`src/rtl/lfsr_pkg.sv`:
```
// Shared constants, FSM state encoding and the LFSR next-state function
// for the LFSR sequencer.
package lfsr_pkg;

  localparam int LFSR_W = 5;
  localparam int CNT_W  = 5;

  // Loaded in place of an all-zero seed, which would lock the LFSR up.
  localparam logic [LFSR_W-1:0] ZERO_SEED_SUB     = 5'b00001;
  localparam logic [LFSR_W-1:0] SEED_INIT_DEFAULT = 5'b00001;

  typedef enum logic [1:0] {
    IDLE    = 2'd0,
    STEP    = 2'd1,
    DELIVER = 2'd2
  } state_e;

  // One LFSR advance.
  function automatic logic [LFSR_W-1:0] lfsr_next(input logic [LFSR_W-1:0] s);
    logic [LFSR_W-1:0] n;
    n[0] = s[1] ^ s[0];
    n[1] = s[2] ^ s[0];
    n[2] = s[3];
    n[3] = s[4] ^ s[0];
    n[4] = s[0];
    return n;
  endfunction

endpackage

```
`src/rtl/lfsr5_step.sv`:
```
// 5-bit LFSR register with load / advance / hold control.
// Load has priority over advance; with neither asserted the value holds.
module lfsr5_step
  import lfsr_pkg::*;
#(
  parameter logic [LFSR_W-1:0] SEED_INIT = SEED_INIT_DEFAULT
) (
  input  logic              clk,
  input  logic              rst_n,
  input  logic              load,
  input  logic              advance,
  input  logic [LFSR_W-1:0] seed,
  output logic [LFSR_W-1:0] q
);

  // LFSR state: reset to SEED_INIT, load (zero seed substituted) or advance.
  always_ff @(posedge clk or negedge rst_n) begin
    if (!rst_n) begin
      q <= SEED_INIT;
    end else if (load) begin
      q <= (seed == '0) ? ZERO_SEED_SUB : seed;
    end else if (advance) begin
      q <= lfsr_next(q);
    end
  end

endmodule

```
`src/rtl/lfsr_seq_ctrl.sv`:
```
// LFSR sequencer: round-robin arbitration between two requesters, STEPS
// LFSR advances per service, then the value is presented until accepted.
//
// Handshake: a requester raises req[i] and holds it. gnt[i] marks the
// requester being served. While rnd_valid=1 the granted requester may take
// rnd_data; it signals acceptance by dropping req[i], which ends the
// service on the next edge. Dropping req[i] before rnd_valid abandons the
// service: stepping still runs to completion, then no data is offered.
module lfsr_seq_ctrl
  import lfsr_pkg::*;
#(
  parameter int                STEPS     = 5,
  parameter logic [LFSR_W-1:0] SEED_INIT = SEED_INIT_DEFAULT
) (
  input  logic              clk,
  input  logic              rst_n,
  input  logic              seed_wr,
  input  logic [LFSR_W-1:0] seed,
  input  logic [1:0]        req,
  output logic [1:0]        gnt,
  output logic              rnd_valid,
  output logic [LFSR_W-1:0] rnd_data,
  output logic              busy,
  output logic [1:0]        state_dbg
);

  localparam logic [CNT_W-1:0] STEPS_CNT = CNT_W'(STEPS);

  state_e           state_q, state_d;
  logic [CNT_W-1:0] cnt_q, cnt_d;
  logic [1:0]       gnt_q, gnt_d;
  logic             ptr_q, ptr_d;    // requester holding priority
  logic             drop_q, drop_d;  // granted req seen low during STEP
  logic             lfsr_load;
  logic             lfsr_adv;
  logic             winner;
  logic             held;
  logic [LFSR_W-1:0] lfsr_q;

  lfsr5_step #(
    .SEED_INIT (SEED_INIT)
  ) u_lfsr (
    .clk     (clk),
    .rst_n   (rst_n),
    .load    (lfsr_load),
    .advance (lfsr_adv),
    .seed    (seed),
    .q       (lfsr_q)
  );

  // Round-robin pick: the priority holder wins if requesting, else the other.
  always_comb begin
    winner = 1'b0;
    if (ptr_q) winner = req[1] ? 1'b1 : 1'b0;
    else       winner = req[0] ? 1'b0 : 1'b1;
  end

  // Granted requester still holding its request.
  assign held = |(req & gnt_q);

  // Next-state and control decode for the IDLE/STEP/DELIVER sequencer.
  always_comb begin
    state_d   = state_q;
    cnt_d     = cnt_q;
    gnt_d     = gnt_q;
    ptr_d     = ptr_q;
    drop_d    = drop_q;
    lfsr_load = 1'b0;
    lfsr_adv  = 1'b0;
    case (state_q)
      IDLE: begin
        if (seed_wr) begin
          lfsr_load = 1'b1;
        end else if (req != 2'b00) begin
          gnt_d   = winner ? 2'b10 : 2'b01;
          cnt_d   = STEPS_CNT;
          drop_d  = 1'b0;
          state_d = STEP;
        end
      end
      STEP: begin
        if (!held) drop_d = 1'b1;
        if (cnt_q != '0) begin
          lfsr_adv = 1'b1;
          cnt_d    = cnt_q - 5'd1;
        end else if (drop_q || !held) begin
          // Abandoned service: no data phase, priority still passes on.
          state_d = IDLE;
          gnt_d   = 2'b00;
          ptr_d   = ~gnt_q[1];
        end else begin
          state_d = DELIVER;
        end
      end
      DELIVER: begin
        if (!held) begin
          state_d = IDLE;
          gnt_d   = 2'b00;
          ptr_d   = ~gnt_q[1];
        end
      end
      default: begin
        state_d = IDLE;
        gnt_d   = 2'b00;
      end
    endcase
  end

  // Sequencer state registers.
  always_ff @(posedge clk or negedge rst_n) begin
    if (!rst_n) begin
      state_q <= IDLE;
      cnt_q   <= '0;
      gnt_q   <= 2'b00;
      ptr_q   <= 1'b0;
      drop_q  <= 1'b0;
    end else begin
      state_q <= state_d;
      cnt_q   <= cnt_d;
      gnt_q   <= gnt_d;
      ptr_q   <= ptr_d;
      drop_q  <= drop_d;
    end
  end

  assign gnt       = gnt_q;
  assign rnd_valid = (state_q == DELIVER);
  assign busy      = (state_q != IDLE);
  assign rnd_data  = lfsr_q;
  assign state_dbg = state_q;

endmodule

```
`config.mk`:
```
export PLATFORM = sky130hd
export DESIGN_NAME = lfsr_seq_ctrl
export DESIGN_NICKNAME = d
export VERILOG_FILES = /design/src/rtl/lfsr_pkg.sv /design/src/rtl/lfsr5_step.sv /design/src/rtl/lfsr_seq_ctrl.sv
export SDC_FILE = /design/constraint.sdc
export NUM_CORES = 1
export LEC_CHECK = 0
export BUFFER_PORTS_ARGS = -buffer_cell sky130_fd_sc_hd__buf_2
export CAP_MARGIN = 20
export CORE_ASPECT_RATIO = 0.7
export CORE_MARGIN = 10
export CORE_UTILIZATION = 40
export DETAILED_ROUTE_END_ITERATION = 8
export HOLD_SLACK_MARGIN = 0.02
export PLACE_DENSITY = 0.72
export RECOVER_POWER = 100
export SYNTH_ARGS = -nofsm -noshare
export SYNTH_HDL_FRONTEND = slang
export SYNTH_HIERARCHICAL = 1
export SYNTH_SLANG_ARGS = --single-unit
```
`constraint.sdc`:
```
create_clock -name clk -period 4.1 [get_ports clk]
set_input_delay 0.205 -clock clk [delete_from_list [all_inputs] [get_ports clk]]
set_output_delay 0.205 -clock clk [all_outputs]
set_load 0.05 [all_outputs]
```
=== Word level (Yosys, flattened, before mapping) ===
Cells that the tools add are included.

* Logic and storage cells: 71
* Flip-flop bits (word level): 16
* Input bits: 10

* Mux-type cells: 34
* $add $sub $neg: 1
* Reductions and logical operators: 16
* Bitwise gates (word level): 5
* Equality and inequality tests: 9

{| class="wikitable"
|+ Operator list
! cell !! number
|-
| 5-bit 2-to-1 mux || 6
|-
| 2-bit 2-to-1 mux || 10
|-
| 4-bit AND reduction || 4
|-
| 2-bit inequality test (second input constant) || 7
|-
| 1-bit 2-to-1 mux || 13
|-
| 2-bit one-hot mux with 3 select lines || 2
|-
| 5-bit one-hot mux with 2 select lines || 1
|-
| 2-bit nonzero test || 5
|-
| 5-bit zero test || 1
|-
| 5-bit AND reduction || 1
|-
| 5-bit nonzero test || 1
|-
| 5-bit by 1-bit subtractor with 5-bit output (second input constant) || 1
|-
| 1-bit one-hot mux with 2 select lines || 2
|-
| 1-bit bitwise XOR || 3
|-
| 2-bit AND || 1
|-
| 2-bit by 1-bit == test with 1-bit output (second input constant) || 1
|-
| 2-bit == test (second input constant) || 1
|-
| 2-bit zero test || 1
|-
| 2-bit OR reduction || 1
|-
| 1-bit zero test || 1
|-
| 1-bit logical OR || 1
|-
| 1-bit inverter || 1
|}

=== Depth between registers and ports, before layout ===
* Depth in word-level cells: 7
* Depth in mapped cells: 7
* Mapped depth without buffers: 6

=== Cells and area by module ===
The synthesis kept the hierarchy.

{| class="wikitable"
|+ By module, submodules not included
! module !! instances !! area each (sq um) !! sequential area each (sq um) !! cells an instance
|-
| lfsr_seq_ctrl || 1 || 611.8 || 275.3 || 65
|-
| lfsr5_step || 1 || 272.8 || 126.4 || 27
|}

=== Least setup slack after synthesis ===
Ideal clock, no wire load.

* Kind: register to register
* Start: register state_q[1], in the netlist state_dbg[1]
* End: register gnt_q[1], in the netlist gnt[1]
* Data arrival time: 1.973 ns
* Path slack: 2.060 ns
* Buffers on the path: 0
* Cell stages (with the launch flop): 5
* Setup time: 0.067 ns
* Cells stage by stage: dfrtp_1 -> nor2b_1 -> a22oi_1 -> o21ai_1 -> a22o_1

* Word-level cells in the longest chain between the ends: 3
* Elaborated cells on any way between the ends: 10

{| class="wikitable"
|+ Ends and longest elaborated chain
! what !! line !! source
|-
| from (decl) || lfsr_seq_ctrl.sv:29 || <nowiki>state_e state_q, state_d;</nowiki>
|-
| from (signal assigned) || lfsr_seq_ctrl.sv:118 || <nowiki>state_q <= state_d;</nowiki>
|-
| 2-bit == test * || - ||
|-
| via rnd_valid || lfsr_seq_ctrl.sv:21 || <nowiki>output logic rnd_valid,</nowiki>
|-
| 2-bit inequality test (no line) || - ||
|-
| 5-bit AND reduction (no line) || - ||
|-
| to (signal assigned) || lfsr_seq_ctrl.sv:120 || <nowiki>gnt_q <= gnt_d;</nowiki>
|-
| to (decl) || lfsr_seq_ctrl.sv:31 || <nowiki>logic [1:0] gnt_q, gnt_d;</nowiki>
|}

Mark *: on every way through the listed nets, which the timed path passes. The rest lies on a longest branch.
A chain may end at the register's enable or synchronous reset.

=== Worst setup path after layout ===
* Start: register cnt_q[1]
* End: register u_lfsr.q[1]

* Word-level cells in the longest chain between the ends: 4

{| class="wikitable"
|+ Ends and longest elaborated chain
! what !! line !! source
|-
| from (decl) || lfsr_seq_ctrl.sv:30 || <nowiki>logic [CNT_W-1:0] cnt_q, cnt_d;</nowiki>
|-
| from (signal assigned) || lfsr_seq_ctrl.sv:119 || <nowiki>cnt_q <= cnt_d;</nowiki>
|-
| 5-bit nonzero test || lfsr_seq_ctrl.sv:83 || <nowiki>if (cnt_q != '0) begin</nowiki>
|-
| 1-bit 2-to-1 mux || lfsr_seq_ctrl.sv:83 ||
|-
| 1-bit 2-to-1 mux || lfsr_seq_ctrl.sv:70 || <nowiki>case (state_q)</nowiki>
|-
| via lfsr_adv || lfsr_seq_ctrl.sv:35 || <nowiki>logic lfsr_adv;</nowiki>
|-
| 2-bit nonzero test (no line) || - ||
|-
| to (signal assigned) || lfsr5_step.sv:21 || <nowiki>q <= (seed == '0) ? ZERO_SEED_SUB : seed;</nowiki>
|-
| to (signal assigned) || lfsr5_step.sv:23 || <nowiki>q <= lfsr_next(q);</nowiki>
|-
| to (decl) || lfsr5_step.sv:13 || <nowiki>output logic [LFSR_W-1:0] q</nowiki>
|}

The timed path passes the listed nets, and every way through them passes these cells.

==> impl_results.md <==
* Outcome: complete, no violations
* Final std cell area, no fill at 1026 um^2
* Vias in the first global route at 709
* Critical Path Slowest Stage Cell: nor4b_1
* CP arrival at 2.94 ns
* Int Power at 0.4508 mW
* Pre-CTS WS at 2.099 ns
* Max_slew headroom at 17.75%
* # resized after CTS at 0
* # nets final at 126
* Most common cell in the netlist: dfrtp_1
* CTS Hold Bufs at 1
* Comb pwr share at 54.5%
* Post-synth EDFFs at 0
* Worst Path Max Fanout at 9
* Largest net degree at the start of global routing at 17
* Critical path, cell by cell: inv_1, ha_1, nor4b_1, nor2_1, or3b_2, o211ai_1
* Synth cell types at 36
* GRT Resource Usage Total at 9.252%
* Final Hold Fails at 0
* Vias per cell at 5.034
* Max-cap viol count at 0
* Main synth FF type: dfrtp_1
* # rows at 14
* Initial antenna violation count at 0
* GPL Wtd Cong at 0.7911
* Antenna fix cells at 0
* Total gr overflow at 0
* Clk buf depth at 2
* Nature of the critical path startpoint: flop
* Top Ports at 21
* Synth warn at 6
* Bufs and invs on worst path at 1
* Clock Power Share at 11.8%
* Mapped Nets at 103
* TritonCTS clock tree: yes
* Final WL at 2.085 mm
* DR vias at 735
* Die area at 4522 um^2
* Crit-path leading delay family: simple AND/OR/NAND/NOR gates
* Tot Pwr at 0.9037 mW
* Leak at 0.4336 nW
* Post-synth top area cell: dfrtp_1
* Top cells by count, synth: dfrtp_1, nor2_1, nand2_1
* CTS H-Tree Depth at 1
* Worst Reg-to-Reg Cells at 6
* Largest stage delay, worst path at 0.98 ns
* Top cell type's share of synthesized area at 42.43%
* Root Buffer: clkbuf_4
* CP endpoint kind: flop
* Register area share after synthesis at 45.40%
* Number of synthesized register bits at 16
* TNS Setup at 0 ns
* Reg2reg end: u_lfsr/q[1]
* Reg2reg start: cnt_q[1]
* Final period utilization at 66.39%
* CP Depth at 6
* Peak Freq at 367.4 MHz
* Routed Antenna Nets at 0
* Critical Path Start: cnt_q[1]
* First-pass GRT wire length at 3.436 mm
* Layout cells sized above 1 at 13.16%
* Worst-Margin Slew at 1.217 ns
* FF/Latch Area at 401.6 um^2
* Hold Crit Depth at 3
* TritonRoute pass-1 iters at 4
* Minimum clock period after layout at 2.722 ns
* Final Skew at 0.002939 ns
* Critical Path Sink: u_lfsr/q[1]
* Synth top area cells: dfrtp_1, nor2_1, mux2i_1
* RSZ-0062 raised after global routing: no
* Initial Utilization at 41.74%
* Max-slew violations at 0
* Core footprint at 2120 um^2
* Reg clk slew, reported paths at 0.10 ns
* Cell area after synthesis at 884.6 um^2
* Wire per inst at 14.28 um
* Placed Area at 1010 um^2
* Setup violations, final at 0
* IO buf count at 20
* R2r setup slk at 1.38 ns
* Fillers at 220
* Multi-input gate area at 430.4 um^2
* Critical Path RT at 4.31 ns
* Final worst setup slack at 1.378 ns
* Synth async-reset ratio at 100.0%
* Power per cell area at 880.8 nW/um^2
* Sequential share of power at 33.8%
* Residual DRC at 0
* HPWL Detailed at 1.615 mm
* Total CTS buffers at 3
* Die Wd at 76.21 um
* Post-synthesis area per instance at 9.615 um^2
* Clk Latency, worst-skew pair at 0.29 ns
* Die height at 59.35 um
* HP Class: input pin to flop
* Crit Path Class: flop to flop
* Maximum VDD drop at 0.3478 mV
* CTS Sinks at 16
* Setup bufs post-CTS at 0
* Switching share of power at 50.12%
* Initial drt markers at 56
* Layout area overhead at 15.98%
* Post-Syn Instances at 92
* Switching power at 0.4529 mW
[cells by family (layout without fill, tap and decap cells)]
kind of cell / after synthesis / count (layout) / share of synthesized area [%]
AOI/OAI and AO/OA: 28 / 28 / 20.65
adders and majority gates: 1 / 1 / 1.414
muxes: 4 / 4 / 4.668
DFF: 16 / 16 / 45.40
and+or+nand+nor: 30 / 30 / 19.66
xor gates and xnor gates: 4 / 4 / 3.961
buffers and inverters: 9 / 31 / 4.244
[per-stage QoR]
step	instances	util [%]	hold WS (ns)
final	146	48.41	0.1221
after global routing	146	48.41	0.1274
after CTS	146	49.82	0.1121
after detailed placement	141	47.64	0.1435
after global placement	141	47.64	0.1389
after floorplan	92	-	-0.09059
[area by class of cell]
class	count	area share, %
multi-input cells	67	41.95
flip-flops and latches	16	39.15
repair buffers	21	9.268
well taps	32	3.902
clock buffers	4	3.537
inverters	6	2.195
[power groups by stage]
| stage | combinational [mW] | clock, mW | sequential (mW) |
|---|---|---|---|
| after global routing | 0.539 | 0.118 | 0.316 |
| after global placement | 0.505 | 0 | 0.305 |
| after detailed placement | 0.512 | 0 | 0.312 |
| final | 0.492 | 0.106 | 0.305 |
| after floorplan | 0.279 | 0 | 0.427 |
| after CTS | 0.516 | 0.111 | 0.308 |
[cells in the final DEF, fill, tap and decap left out, drive strengths merged, types with 2 or more instances in the layout]
cell type and instances:
a21oi 4, a22o 2, a22oi 2, buf 8, clkbuf 16, dfrtp 15
inv 6, mux2i 3, nand2 7, nand2b 2, nor2 9, nor3 2
o211ai 2, o21a 2, o21ai 9, or3 2, or3b 2, xnor2 3
[state kept, by name (all words and copies together), names as in the netlist]
name       flops
u_lfsr/q       5
state_dbg      2
cnt_q          5
drop_q         1
ptr_q          1
gnt            2
[worst min-delay path by stage]
| stage | endpoint | slack [ns] | startpoint |
|---|---|---|---|
| global placement | gnt[0] | 0.14 | rst_n |
| global route | u_lfsr/q[0] | 0.13 | seed[0] |
| finish | u_lfsr/q[0] | 0.12 | seed[0] |
| detailed placement | gnt[1] | 0.14 | rst_n |
| CTS | u_lfsr/q[0] | 0.11 | seed[0] |
| floorplan | cnt_q[0] | -0.09 | rst_n |
[metal layers]
metal	track usage, %	share of wire, %	routed length (um)
met5	0	0	0
met1	12.02	50	1035
met2	13.65	44	923
met4	3.958	1.2	24
met3	3.182	4.9	102
[tightest hold or removal path, delay by kind of cell]
family / cells / cell delay, ns
buffers and inverters: 2 / 0.13
AO/OA/AOI/OAI: 1 / 0.08
Note: power is estimated with default switching activity, not from simulation.
